--- config.mk ---
export PLATFORM = sky130hd
export DESIGN_NAME = priority_decoder_flat
export DESIGN_NICKNAME = d
export VERILOG_FILES = /design/src/rtl/priority_decoder_if.sv /design/src/rtl/priority_decoder.sv /design/src/flat_wrapper.sv
export SDC_FILE = /design/constraint.sdc
export NUM_CORES = 1
export LEC_CHECK = 0
export CORE_MARGIN = 2
export CORE_UTILIZATION = 63
export DETAILED_ROUTE_END_ITERATION = 12
export DONT_BUFFER_PORTS = 1
export PLACE_DENSITY = 0.8
export SLEW_MARGIN = 40
export SYNTH_ARGS = -nofsm -noshare
export SYNTH_HDL_FRONTEND = slang
export SYNTH_SLANG_ARGS = --single-unit
--- constraint.sdc ---
create_clock -name clk_i -period 2.9 [get_ports clk_i]
set_input_delay 0.435 -clock clk_i [delete_from_list [all_inputs] [get_ports clk_i]]
set_output_delay 0.435 -clock clk_i [all_outputs]
set_load 0.02 [all_outputs]
--- src/rtl/priority_decoder_if.sv ---
// Beat-stream input and result-word output of the priority decoder.
// The slave modport is the decoder side; the master modport drives beats and accepts results.
interface priority_decoder_if #(
    parameter int WIDTH = 16,
    parameter int CNT_W = $clog2(WIDTH + 1)
);
    logic [WIDTH-1:0] data_i;
    logic             data_val_i;
    logic             data_last_i;
    logic             data_ready_o;
    logic [WIDTH-1:0] word_o;
    logic [CNT_W-1:0] count_o;
    logic             err_onehot_o;
    logic             err_dup_o;
    logic             err_order_o;
    logic             word_val_o;
    logic             word_ready_i;

    modport slave (
        input  data_i, data_val_i, data_last_i, word_ready_i,
        output data_ready_o, word_o, count_o, err_onehot_o, err_dup_o, err_order_o, word_val_o
    );

    modport master (
        output data_i, data_val_i, data_last_i, word_ready_i,
        input  data_ready_o, word_o, count_o, err_onehot_o, err_dup_o, err_order_o, word_val_o
    );
endinterface

--- src/rtl/priority_decoder.sv ---
// Rebuilds a word from a packet of one-hot beats (LSB first). It counts the good beats,
// flags malformed, duplicate and out-of-order beats, and presents the result with valid/ready.
module priority_decoder #(
    parameter int WIDTH = 16
) (
    input  logic              clk_i,
    input  logic              srst_i,
    priority_decoder_if.slave bus
);
    localparam int CNT_W = $clog2(WIDTH + 1);
    localparam logic [0:0] COLLECT = 1'b0;
    localparam logic [0:0] OUTPUT  = 1'b1;

    logic [0:0]       state_q, state_d;
    logic [WIDTH-1:0] acc_q, acc_d, prev_q, prev_d, word_q, word_d;
    logic [CNT_W-1:0] cnt_q, cnt_d, count_q, count_d;
    logic             acc_oh_q, acc_oh_d, acc_dup_q, acc_dup_d, acc_ord_q, acc_ord_d;
    logic             err_oh_q, err_oh_d, err_dup_q, err_dup_d, err_ord_q, err_ord_d;
    logic             accept, handshake, onehot, dup, order, good;

    always_comb begin
        accept    = (state_q == COLLECT) && bus.data_val_i;
        handshake = (state_q == OUTPUT) && bus.word_ready_i;
        // x & (x-1) clears the lowest set bit, so zero means at most one bit is set
        onehot    = (bus.data_i != '0) && ((bus.data_i & (bus.data_i - WIDTH'(1))) == '0);
        dup       = onehot && ((bus.data_i & acc_q) != '0);
        order     = onehot && !dup && (prev_q != '0) && (bus.data_i <= prev_q);
        good      = onehot && !dup;

        state_d   = state_q;
        acc_d     = acc_q;
        prev_d    = prev_q;
        cnt_d     = cnt_q;
        acc_oh_d  = acc_oh_q;
        acc_dup_d = acc_dup_q;
        acc_ord_d = acc_ord_q;
        word_d    = word_q;
        count_d   = count_q;
        err_oh_d  = err_oh_q;
        err_dup_d = err_dup_q;
        err_ord_d = err_ord_q;

        case (state_q)
            COLLECT: begin
                if (accept) begin
                    acc_d     = acc_q | bus.data_i;
                    acc_oh_d  = acc_oh_q | !onehot;
                    acc_dup_d = acc_dup_q | dup;
                    acc_ord_d = acc_ord_q | order;
                    if (good) begin
                        prev_d = bus.data_i;
                        if (cnt_q != CNT_W'(WIDTH)) cnt_d = cnt_q + CNT_W'(1);
                    end
                    // The result registers take the merged state including this last beat
                    if (bus.data_last_i) begin
                        state_d   = OUTPUT;
                        word_d    = acc_d;
                        count_d   = cnt_d;
                        err_oh_d  = acc_oh_d;
                        err_dup_d = acc_dup_d;
                        err_ord_d = acc_ord_d;
                    end
                end
            end
            default: begin
                if (handshake) begin
                    state_d   = COLLECT;
                    acc_d     = '0;
                    prev_d    = '0;
                    cnt_d     = '0;
                    acc_oh_d  = 1'b0;
                    acc_dup_d = 1'b0;
                    acc_ord_d = 1'b0;
                    word_d    = '0;
                    count_d   = '0;
                    err_oh_d  = 1'b0;
                    err_dup_d = 1'b0;
                    err_ord_d = 1'b0;
                end
            end
        endcase
    end

    always_ff @(posedge clk_i or posedge srst_i) begin
        if (srst_i) begin
            state_q   <= COLLECT;
            acc_q     <= '0;
            prev_q    <= '0;
            cnt_q     <= '0;
            acc_oh_q  <= 1'b0;
            acc_dup_q <= 1'b0;
            acc_ord_q <= 1'b0;
            word_q    <= '0;
            count_q   <= '0;
            err_oh_q  <= 1'b0;
            err_dup_q <= 1'b0;
            err_ord_q <= 1'b0;
        end else begin
            state_q   <= state_d;
            acc_q     <= acc_d;
            prev_q    <= prev_d;
            cnt_q     <= cnt_d;
            acc_oh_q  <= acc_oh_d;
            acc_dup_q <= acc_dup_d;
            acc_ord_q <= acc_ord_d;
            word_q    <= word_d;
            count_q   <= count_d;
            err_oh_q  <= err_oh_d;
            err_dup_q <= err_dup_d;
            err_ord_q <= err_ord_d;
        end
    end

    assign bus.data_ready_o = (state_q == COLLECT);
    assign bus.word_val_o   = (state_q == OUTPUT);
    assign bus.word_o       = word_q;
    assign bus.count_o      = count_q;
    assign bus.err_onehot_o = err_oh_q;
    assign bus.err_dup_o    = err_dup_q;
    assign bus.err_order_o  = err_ord_q;
endmodule
--- src/flat_wrapper.sv ---
// flat-port wrapper written by rule: the top's interface ports become plain ports
module priority_decoder_flat 
#(
    parameter int WIDTH = 16
)
  (clk_i, srst_i, bus_data_i, bus_data_val_i, bus_data_last_i, bus_word_ready_i, bus_data_ready_o, bus_word_o, bus_count_o, bus_err_onehot_o, bus_err_dup_o, bus_err_order_o, bus_word_val_o);
  priority_decoder_if #(.WIDTH(WIDTH)) bus_i ();
  input  logic clk_i;
  input  logic srst_i;
  input wire logic [$bits(bus_i.data_i)-1:0] bus_data_i;
  input wire logic [$bits(bus_i.data_val_i)-1:0] bus_data_val_i;
  input wire logic [$bits(bus_i.data_last_i)-1:0] bus_data_last_i;
  input wire logic [$bits(bus_i.word_ready_i)-1:0] bus_word_ready_i;
  output wire logic [$bits(bus_i.data_ready_o)-1:0] bus_data_ready_o;
  output wire logic [$bits(bus_i.word_o)-1:0] bus_word_o;
  output wire logic [$bits(bus_i.count_o)-1:0] bus_count_o;
  output wire logic [$bits(bus_i.err_onehot_o)-1:0] bus_err_onehot_o;
  output wire logic [$bits(bus_i.err_dup_o)-1:0] bus_err_dup_o;
  output wire logic [$bits(bus_i.err_order_o)-1:0] bus_err_order_o;
  output wire logic [$bits(bus_i.word_val_o)-1:0] bus_word_val_o;
  assign bus_i.data_i = bus_data_i;
  assign bus_i.data_val_i = bus_data_val_i;
  assign bus_i.data_last_i = bus_data_last_i;
  assign bus_i.word_ready_i = bus_word_ready_i;
  assign bus_data_ready_o = bus_i.data_ready_o;
  assign bus_word_o = bus_i.word_o;
  assign bus_count_o = bus_i.count_o;
  assign bus_err_onehot_o = bus_i.err_onehot_o;
  assign bus_err_dup_o = bus_i.err_dup_o;
  assign bus_err_order_o = bus_i.err_order_o;
  assign bus_word_val_o = bus_i.word_val_o;
  priority_decoder #(.WIDTH(WIDTH)) u_core (.clk_i(clk_i), .srst_i(srst_i), .bus(bus_i));
endmodule
# Word-level counts from Yosys, hierarchy flattened

Cells that the tools add are included.

Word-level logic and storage cells: 80
Bits in registers: 65
Output and inout port bits: 26
Input port bits: 21

Reductions and logical operators: 19
$lt $le $gt $ge: 1
Add/subtract/negate cells: 2
Bitwise gates (word level): 7
Eq/ne operators: 2
Multiplexer cells: 37

Operators with widths:

| cell                  | count |
|---|---|
| $mux 16               | 9 |
| $reduce_bool 16->1    | 3 |
| $mux 5                | 8 |
| $and 16x16->16        | 2 |
| $mux 1                | 20 |
| $le 16x16->1          | 1 |
| $logic_not 16->1      | 1 |
| $or 16x16->16         | 1 |
| $sub 16x1->16 const B | 1 |
| $logic_and 1x1->1     | 7 |
| $reduce_and 3->1      | 2 |
| $reduce_bool 2->1     | 3 |
| $add 5x1->5 const B   | 1 |
| $ne 5x5->1 const B    | 1 |
| $or 1x1->1            | 3 |
| $logic_not 1->1       | 2 |
| $ne 2x2->1 const B    | 1 |
| $reduce_and 2->1      | 1 |
| $not 1->1             | 1 |

# Longest topological paths before layout

Gate-level depths: netlist of run 1.

Word-level depth: 13
Mapped depth: 10
Gate-level depth less buffers: 9

# Least setup slack after synthesis of run 1

Ideal clock, no wire load.

Kind: input to register
From: input bus_data_i[2]
To: register u_core.prev_q[7]
Arrival: 2.861 ns
Buffers on the path: 2
Required time: 2.779 ns
Setup time: 0.121 ns
Slack: -0.082 ns
Stages: 9
Path through: clkbuf_1 > or4_4 > or3_1 > a211o_1 > a21oi_4 > nand4_4 > a21o_1 > buf_6 > a22o_1

Cells in the longest elaborated chain, start to end: 9

Ends and longest elaborated chain:

| item                                   | line                    | text |
|---|---|---|
| from (decl)                            | flat_wrapper.sv:10      | `input wire logic [$bits(bus_i.data_i)-1:0] bus_data_i;` |
| $sub 16x1->16                          | priority_decoder.sv:25  | `onehot = (bus.data_i != '0) && ((bus.data_i & (bus.data_i - WIDTH'(1))) == '0);` |
| $and 16x16->16                         | priority_decoder.sv:25  |  |
| $logic_not 16->1                       | priority_decoder.sv:25  |  |
| $logic_and 1x1->1                      | priority_decoder.sv:25  |  |
| $logic_and 1x1->1                      | priority_decoder.sv:26  | `dup = onehot && ((bus.data_i & acc_q) != '0);` |
| $logic_not 1->1                        | priority_decoder.sv:28  | `good = onehot && !dup;` |
| $logic_and 1x1->1 (*)                  | priority_decoder.sv:28  |  |
| $reduce_bool 2->1 (no source line) (*) | -                       |  |
| $reduce_and 3->1 (no source line) (*)  | -                       |  |
| to (signal assigned)                   | priority_decoder.sv:101 | `prev_q <= prev_d;` |
| to (decl)                              | priority_decoder.sv:15  | `logic [WIDTH-1:0] acc_q, acc_d, prev_q, prev_d, word_q, word_d;` |

Every way passes the cells marked *; elsewhere a longest branch is shown, timed or not.
A chain may end at the register's enable or synchronous reset.

# Final worst setup path of run 1

From: input bus_data_i[0]
To: register u_core.count_q[4] (netlist: u_core.bus.count_o[4])

Cells in the longest elaborated chain, start to end: 11

Ends and longest elaborated chain:

| item                  | line                    | text |
|---|---|---|
| $sub 16x1->16         | priority_decoder.sv:25  |  |
| $and 16x16->16        | priority_decoder.sv:25  |  |
| $logic_not 16->1      | priority_decoder.sv:25  |  |
| $logic_and 1x1->1     | priority_decoder.sv:25  |  |
| $logic_and 1x1->1     | priority_decoder.sv:26  |  |
| $logic_not 1->1       | priority_decoder.sv:28  |  |
| $logic_and 1x1->1 (*) | priority_decoder.sv:28  |  |
| $mux 5 (*)            | priority_decoder.sv:50  | `if (good) begin` |
| $mux 5 (*)            | priority_decoder.sv:55  | `if (bus.data_last_i) begin` |
| $mux 5 (*)            | priority_decoder.sv:45  | `if (accept) begin` |
| $mux 5 (*)            | priority_decoder.sv:43  | `case (state_q)` |
| to (signal assigned)  | priority_decoder.sv:107 | `count_q <= count_d;` |
| to (decl)             | priority_decoder.sv:16  | `logic [CNT_W-1:0] cnt_q, cnt_d, count_q, count_d;` |

Every way passes the cells marked *; elsewhere a longest branch is shown, timed or not. The select of a mux whose other input is x is not followed.

==> impl_metrics.ini, run 1 <==
[route]
drt_iter0_drc = 190
viasPerCell = 6.26
drcViolationCount = 0
routedWlPerCell_um = 18.0
drt-total-wl_um = 8030
vias = 2787
dr.pass1.iters = 5
antenna_left = 0

[global_routing]
antenna_found_initial = 0
grt_pass1_wl_um = 13700
grt_max_degree = 48
grt.overflow.total = 0
grt_pass1_vias = 2793
grt_usage_pct = 29.2

[layout]
final_util_pct = 69.6
n_fill_cell = 426
fin_nets = 407
layout_common_cells = 65 x dfrtp_1, 42 x nor2_1, 36 x nand2_1
stdcell_area_mm2 = 0.00379
final_common_cell = dfrtp_1
diodes = 0
syn_to_final_growth_pct = 8.73
final_layout_size_suffix_gt1_share_pct = 11.3

[timing]
rsz0062_at_grt = false
finalCritPeriodShare_pct = 83.5
slew_headroom_pct = 62.6
layout_min_cycle_time_ns = 2.42
clock_skew_ns = 0.0106
final-hold-violation-count = 0
setup-tns-final_ns = 0
drv_slew = 0
worst_slew_pin_slew_ns = 0.562
setup_viol = 0
max_freq_mhz = 413

[power]
power_leakage_uw = 0.00167
peakVddDrop_v = 0.000640
p_per_area_mw_per_mm2 = 586

[worst_setup_path]
path_delay_family = simple AND/OR/NAND/NOR gates
end_kind = flop
r2r_start = u_core.acc_q[7]
path_max_fanout = 8
critical_path_buf_inv_count = 0
r2r_slack_ns = 0.48
critPathKind = input pin to flop
r2r-end = u_core.bus.count_o[4]
reg2reg_depth = 7
path_cells = or4_4 -> or3_1 -> a211o_2 -> a21oi_4 -> nand3_4 -> or4_1 -> a31oi_1
crit_path_max_incr_delay_ns = 0.56
startpoint_type = input pin
worst_ep_arrival_time_ns = 2.68
crit_path_start = bus_data_i[0]
required_ns = 3.16
cpMaxStageDelayCell = or4_4

[logic_synthesis]
syn_area_mm2 = 0.00348
yosysUniqueCellTypes = 53
syn-num-nets = 402
synth_cells = 363
ys_seq_elements = 65
yosysSeqAreaShare_pct = 46.7
synth.avg_cell_area_um2 = 9.60
ys.warnings.count = 0

[worst_hold_path]
hold_path.class = input pin to async pin

[place]
numPortBuffers = 0
postPlaceCellArea_mm2 = 0.00359
finalWeightedCongestion = 0.903
dp_hpwl_um = 5780

[clock_network]
cts_resized = 0
cts_buffers = 9
clock_path_buffers = 2
clkSlewWorstSetupHoldPaths_ns = 0.07
insertion_delay_ns = 0.34
hold_buffers = 0
postCtsSetupBuffers = 0
htree_levels = 3
cts-root-buf = clkbuf_8
tritoncts = yes
cts_sinks = 65

[floorplan]
die_area_mm2 = 0.00614
pin_count = 47
die_width_um = 78.4
start_util_pct = 64.0
rows = 27
core_area_mm2 = 0.00544
die_h_um = 78.4

[status]
status = complete, no violations

[job]
cap_violations = 0
registers in the layout, summed over array words and instances (netlist names), 5 cells and up:
register,cells
u_core.acc_q,16
u_core.bus.count_o,5
u_core.bus.word_o,16
u_core.cnt_q,5
u_core.prev_q,16
through the flow:
| stage | total power [µW] | hold slack, ns | cells | worst slack [ns] |
|---|---|---|---|---|
| floorplan | 1400 | 0.450 | 363 | 0.0110 |
| detailed placement | 1470 | 0.407 | 429 | 0.129 |
| global route | 2330 | 0.0676 | 445 | 0.386 |
| global placement | 1450 | 0.466 | 429 | 0.173 |
| CTS | 2230 | 0.0465 | 445 | 0.478 |
| finish | 2220 | 0.0249 | 445 | 0.479 |
logic make-up (layout without fill, tap and decap cells):
logic type | count (synthesis) | after routing | share of synthesized area, %
compound gates | 102 | 102 | 20.6
xor+xnor | 2 | 2 | 0.503
fa+ha+maj | 19 | 19 | 6.75
buf+inv | 38 | 48 | 4.56
flops | 65 | 65 | 46.7
mux | 9 | 9 | 2.62
simple gates | 128 | 128 | 18.2
area by class of cell:
| class | count | area, µm² | share of cell area, % |
|---|---|---|---|
| clock buffers | 11 | 141 | 3.73 |
| clock inverters | 5 | 55.1 | 1.45 |
| inverters | 21 | 81.3 | 2.15 |
| multi-input cells | 260 | 1710 | 45.2 |
| flip-flops and latches | 65 | 1630 | 42.9 |
| well taps | 72 | 90.1 | 2.38 |
| repair buffers | 11 | 82.6 | 2.18 |
how the worst max path moves through the flow:
stage / slack [ns] / cells after the start / to
5_1_grt: 0.39 / 7 / u_core.bus.count_o[4]
3_3_place_gp: 0.17 / 7 / u_core.bus.count_o[4]
4_1_cts: 0.48 / 7 / u_core.bus.count_o[4]
6_report: 0.48 / 7 / u_core.bus.count_o[4]
2_1_floorplan: 0.01 / 9 / u_core.prev_q[7]
3_5_place_dp: 0.13 / 7 / u_core.bus.count_o[4]
layer usage:
layer	vias up	global-route usage (%)	routed length [µm]
li1	1320	-	-
met1	1368	41.3	3620
met2	86	43.6	3740
met3	13	6.21	525
met4	0	13.3	138
met5	-	0	0
Yosys cell counts, drive strengths merged:
cell type | n | share of area, %
o211ai | 1 | 0.22
and4 | 1 | 0.29
a22o | 15 | 3.9
maj3 | 1 | 0.29
nand4 | 8 | 1.9
mux2i | 8 | 2.3
nor3 | 11 | 1.6
a221oi | 2 | 0.50
buf | 4 | 0.90
a211o | 3 | 0.79
nand3 | 6 | 1.2
or4 | 2 | 0.54
or3 | 3 | 0.54
o21ai | 16 | 2.3
nor4 | 7 | 1.4
a211oi | 3 | 1.0
nand2b | 1 | 0.18
nor2 | 43 | 4.7
or2 | 1 | 0.18
a2111oi | 1 | 0.25
o31ai | 18 | 3.9
xnor2 | 1 | 0.25
mux2 | 1 | 0.32
nand2 | 36 | 3.9
o311ai | 1 | 0.25
nand4b | 2 | 0.50
a22oi | 5 | 1.1
a21o | 7 | 1.5
and2 | 3 | 0.54
a31oi | 1 | 0.18
nor2b | 3 | 0.54
clkbuf | 13 | 1.4
dfrtp | 65 | 47
o21a | 1 | 0.22
o31a | 1 | 0.25
inv | 21 | 2.3
o22a | 1 | 0.25
ha | 18 | 6.5
and3b | 1 | 0.25
xor2 | 1 | 0.25
a21oi | 26 | 4.1
power breakdown:
group          total, µW  switching (µW)  internal (µW)
clock network        766             348            418
logic                288             178            110
registers           1170             152           1010
No activity file was read; power rests on OpenSTA's default activity.
==> inputs of run 2 (changes only) <==
ABC_AREA = 1   (was unset)
CORE_UTILIZATION = 64   (was 63)
PLACE_DENSITY = 0.81   (was 0.8)
clock period = 2.4 ns   (was 2.9 ns; I/O delays follow)
==> impl_metrics.ini, run 2 <==
[timing]
layout_min_cycle_time_ns = 2.00
clock_skew_ns = 0.0122
worst_slew_pin_slew_ns = 0.654
finalCritPeriodShare_pct = 83.5
drv_slew = 0
hold_ws_ns = -0.00931
slew_headroom_pct = 56.3
max_freq_mhz = 499
setup_viol = 0
rsz0062_at_grt = false
final-hold-violation-count = 23
setup-tns-final_ns = 0

[global_routing]
antenna_found_initial = 0
grt_pass1_wl_um = 14600
grt_usage_pct = 30.0
grt_max_degree = 36
grt_pass1_vias = 3069
grt.overflow.total = 0

[route]
dr_wl_met3_um = 586
drt_iter0_drc = 267
wl_met2_um = 3960
met1_length_um = 4040
viasPerCell = 5.55
drt-total-wl_um = 8700
dr.pass1.iters = 6
antenna_left = 0
vias = 3214
drcViolationCount = 0
routedWlPerCell_um = 15.0
highest_layer = met4

[clock_network]
postCtsSetupBuffers = 0
cts-root-buf = clkbuf_8
cts_buffers = 9
clock_path_buffers = 2
tritoncts = yes
cts_sinks = 65
htree_levels = 3
hold_buffers = 0
cts_resized = 0
insertion_delay_ns = 0.35
clkSlewWorstSetupHoldPaths_ns = 0.07

[logic_synthesis]
yosysTopAreaCellShare_pct = 43.4
yosysSeqAreaShare_pct = 43.4
async_reset_ff_share_pct = 100
ys.flop_type = dfrtp_1
syn_area_mm2 = 0.00375
ys_seq_elements = 65
synth_commonest_cells = 177 x nand2_1, 65 x dfrtp_1, 58 x inv_1
ys.warnings.count = 0
synth_cells = 500
synth_edf_count = 0
synthTopCellsByArea = dfrtp_1 43%, nand2_1 18%, o21ai_0 6.5%, ha_1 6.0%, inv_1 5.8%
syn-num-nets = 539
yosys.area.top_type = dfrtp_1
yosys.cell_count.top_type = nand2_1
synth.avg_cell_area_um2 = 7.50
yosysUniqueCellTypes = 29

[place]
finalWeightedCongestion = 0.891
numPortBuffers = 0
dp_hpwl_um = 6360

[worst_setup_path]
critPathKind = flop to flop
required_ns = 2.63
startpoint_type = flop
end_kind = flop
path_max_fanout = 2
worst_ep_arrival_time_ns = 2.24

[floorplan]
die_h_um = 80.6
die_width_um = 80.6
start_util_pct = 67.3
core_area_mm2 = 0.00557
die_area_mm2 = 0.00649
pin_count = 47
rows = 27

[layout]
syn_to_final_growth_pct = 6.84
multi_input_area_mm2 = 0.00182
layout_common_cells = 177 x nand2_1, 65 x dfrtp_1, 57 x inv_1
final_common_cell = nand2_1
final-seq-area_mm2 = 0.00163
n_fill_cell = 449
fin_nets = 541
final_util_pct = 71.9
diodes = 0
final_layout_size_suffix_gt1_share_pct = 10.5

[status]
violations = negative hold slack
status = finished, violations left

[job]
cap_violations = 0

[worst_hold_path]
hold_path.class = input pin to async pin

[power]
peakVddDrop_v = 0.000573
power_leakage_uw = 0.00210
p_per_area_mw_per_mm2 = 847
run 2: final timing paths:
| kind | startpoint | to | slack, ns | depth (start not counted) |
|---|---|---|---|---|
| worst min register to register | u_core.prev_q[6] | u_core.prev_q[6] | 0.49 | 2 |
| max in group asynchronous | srst_i | u_core.acc_q[15] | 1.80 | 2 |
| worst min-delay path | srst_i | u_core.bus.word_o[1] | -0.009 | 1 |
| min in group clk_i | bus_word_ready_i | u_core.bus.word_val_o | 0.12 | 1 |
| worst max-delay path | u_core.prev_q[15] | u_core.bus.err_order_o | 0.40 | 12 |
| worst max register to register | u_core.prev_q[15] | u_core.bus.err_order_o | 0.40 | 12 |
run 2: logic make-up after synthesis:
| kind of cell | count (synthesis) | share of synthesized area, % |
|---|---|---|
| xor gates and xnor gates | 1 | 0.234 |
| AOI/OAI and AO/OA | 87 | 13.6 |
| buffers and inverters | 75 | 8.14 |
| and+or+nand+nor | 254 | 28.7 |
| adders and majority gates | 18 | 6.00 |
| DFF | 65 | 43.4 |
run 2: layer usage:
layer,global-route usage (%),vias up
li1,-,1601
met3,6.63,14
met5,0,-
met1,43.3,1489
met4,10.0,0
met2,45.3,110
run 2: area by class of cell:
| class | count | area share [%] |
|---|---|---|
| clock buffers | 13 | 3.72 |
| clock inverters | 3 | 0.999 |
| inverters | 60 | 5.62 |
| multi-input cells | 360 | 45.4 |
| flip-flops and latches | 65 | 40.6 |
| well taps | 72 | 2.25 |
| repair buffers | 6 | 1.44 |
run 2: where the power goes:
part           total [µW]  switching, µW  internal [µW]
Combinational         879            566            313
Clock                 916            410            506
Sequential           1600            256           1340
Total                3390           1230           2160
run 2: worst max-delay path, cell delays in order, from the launching register on:
cell and delay [ns]:
dfrtp_1 0.35, inv_1 0.06, ha_1 0.29, nand2_1 0.07, inv_1 0.06, nand3_1 0.08, or3_1 0.33, o21ai_0 0.15
o21ai_0 0.17, nand2_1 0.17, nand2_1 0.07, nand2_1 0.06, nand2_1 0.04
run 2: through the flow:
stage                     total power [µW]  setup slack, ns  area, µm²  cells
after floorplan                       2270            0.414       3750    500
after global placement                2440            0.363       3820    563
after detailed placement              2490            0.211       3820    563
after CTS                             3390            0.403       4010    579
after global routing                  3610            0.220       4010    579
final                                 3390            0.396       4010    579
==> inputs of run 3 (changes only) <==
clock period = 2.05 ns   (was 2.4 ns; I/O delays follow)
==> impl_metrics.ini, run 3 (same netlist as run 2, synthesis figures left out) <==
[worst_hold_path]
hold_path.class = input pin to flop
holdCritStartpoint = bus_word_ready_i
hold_path_end = u_core.bus.word_val_o
hold_path_depth = 1

[route]
dr.pass1.iters = 4
drt_iter0_drc = 224
routedWlPerCell_um = 14.9
viasPerCell = 5.70
antenna_left = 0
drt-total-wl_um = 8670
drcViolationCount = 0
vias = 3324

[power]
combPwrFrac_pct = 26.0
p_per_area_mw_per_mm2 = 998
total_power_uw = 4050
power_leakage_uw = 0.00213
p_sw_uw = 1440
seqPwrFrac_pct = 46.0
intPower_uw = 2600
peakVddDrop_v = 0.000854
netSwitchingFraction_pct = 35.7
p_clk_share_pct = 28.0

[timing]
finalCritPeriodShare_pct = 90.2
drv_slew = 0
setup-tns-final_ns = 0
rsz0062_at_grt = false
layout_min_cycle_time_ns = 1.85
layout_setup_ws_ns = 0.201
clock_skew_ns = 0.00966
final-hold-violation-count = 0
hold_ws_ns = 0.0642
slew_headroom_pct = 58.0
max_freq_mhz = 541
setup_viol = 0
worst_slew_pin_slew_ns = 0.630

[clock_network]
cts_buffers = 9
clock_path_buffers = 2
insertion_delay_ns = 0.34
clkSlewWorstSetupHoldPaths_ns = 0.06
cts_sinks = 65
htree_levels = 3
cts-root-buf = clkbuf_8
tritoncts = yes

[floorplan]
core_area_mm2 = 0.00557
pin_count = 47
start_util_pct = 67.3
die_area_mm2 = 0.00649
die_h_um = 80.6
die_width_um = 80.6
rows = 27

[worst_setup_path]
required_ns = 2.26
crit_top_cell = nand2_4
cpMaxStageDelayCell = dfrtp_1
startpoint_type = flop
r2r_slack_ns = 0.20
crit_path_max_incr_delay_ns = 0.38
critPathKind = flop to flop
path_cells = a22o_1 -> nor2_1 -> nand2_1 -> nor2_2 -> nand2_4 -> nand2_4 -> nand2_4 -> nand2_1 -> o21ai_2
r2r-end = u_core.prev_q[11]
worst_ep_arrival_time_ns = 2.06
reg2reg_depth = 9
r2r_start = u_core.acc_q[10]
path_delay_family = simple AND/OR/NAND/NOR gates
end_kind = flop
critical_path_buf_inv_count = 0
path_max_fanout = 33

[layout]
fin_nets = 545
final_layout_size_suffix_gt1_share_pct = 11.2
final_common_cell = nand2_1
final_util_pct = 72.8
layout_common_cells = 177 x nand2_1, 65 x dfrtp_1, 57 x inv_1
diodes = 0
syn_to_final_growth_pct = 8.21

[place]
place_ws_ns = 0.0691
numPortBuffers = 0
dp_hpwl_um = 6300
finalWeightedCongestion = 0.838

[job]
cap_violations = 0

[global_routing]
gr-usage-met1_pct = 42.3
met3_usage_pct = 6.52
grt.overflow.total = 0
grt-busiest-layer = met2
grt_usage_pct = 29.7
grt_pass1_wl_um = 14800
grt_max_degree = 36
grt_pass1_vias = 3279
gr-usage-met2_pct = 44.9
antenna_found_initial = 0

[status]
status = complete, no violations
run 3: changes by cell type in the layout (fill, tap and decap cells not counted):
| cell | delta |
|---|---|
| buf_4 | +3 |
| clkbuf_1 | -1 |
| clkbuf_8 | +2 |
| clkinv_2 | -1 |
| dlygate4sd3_1 | +1 |
| o21ai_0 | -2 |
| o21ai_1 | +2 |
run 3: per-layer routing:
metal / vias up / part of all wire [%]
li1: 1615 / -
met2: 116 / 45
met3: 13 / 7.0
met1: 1580 / 46
met4: 0 / 1.8
met5: - / 0
run 3: worst max path at each step:
| stage | end | from | cells after the start | slack, ns |
|---|---|---|---|---|
| floorplan | u_core.acc_dup_q | srst_i | 1 | 0.12 |
| global placement | u_core.prev_q[2] | bus_data_i[2] | 12 | 0.18 |
| detailed placement | u_core.prev_q[14] | bus_data_i[2] | 12 | 0.07 |
| CTS | u_core.bus.err_order_o | u_core.prev_q[15] | 12 | 0.15 |
| global route | u_core.prev_q[7] | u_core.acc_q[10] | 9 | 0.04 |
| finish | u_core.prev_q[11] | u_core.acc_q[10] | 9 | 0.20 |
run 3: what timing repair did:
action	CTS	global route
setup buffers	0	0
endpoints found under the setup margin	0	1
endpoints found under the hold margin	13	0
gates resized for setup	0	2
hold buffers	1	0
run 3: metrics by stage:
step	cells	cell area [µm²]
after global placement	566	3840
after CTS	583	4060
after global routing	583	4060
after detailed placement	566	3840
final	583	4060
after floorplan	500	3750
run 3: power groups by stage:
stage	logic (µW)	clock network, µW	registers (µW)
after floorplan	810	0	1850
after global placement	977	0	1880
after detailed placement	1040	0	1880
after CTS	1050	1140	1860
after global routing	1230	1200	1900
final	1050	1130	1860
run 3: area by class of cell:
| cell class | instances | area, µm² |
|---|---|---|
| multi-input cells | 360 | 1820 |
| clock buffers | 14 | 173 |
| clock inverters | 2 | 35.0 |
| repair buffers | 10 | 90.1 |
| fillers | 425 | 1520 |
| inverters | 60 | 225 |
| flip-flops and latches | 65 | 1630 |
| well taps | 72 | 90.1 |
run 3: worst reg2reg max path, delay by kind of cell, from the launching register on:
kind	cells	cell delay, ns
compound gates	2	0.28
simple gates	7	1.08
flops	1	0.38
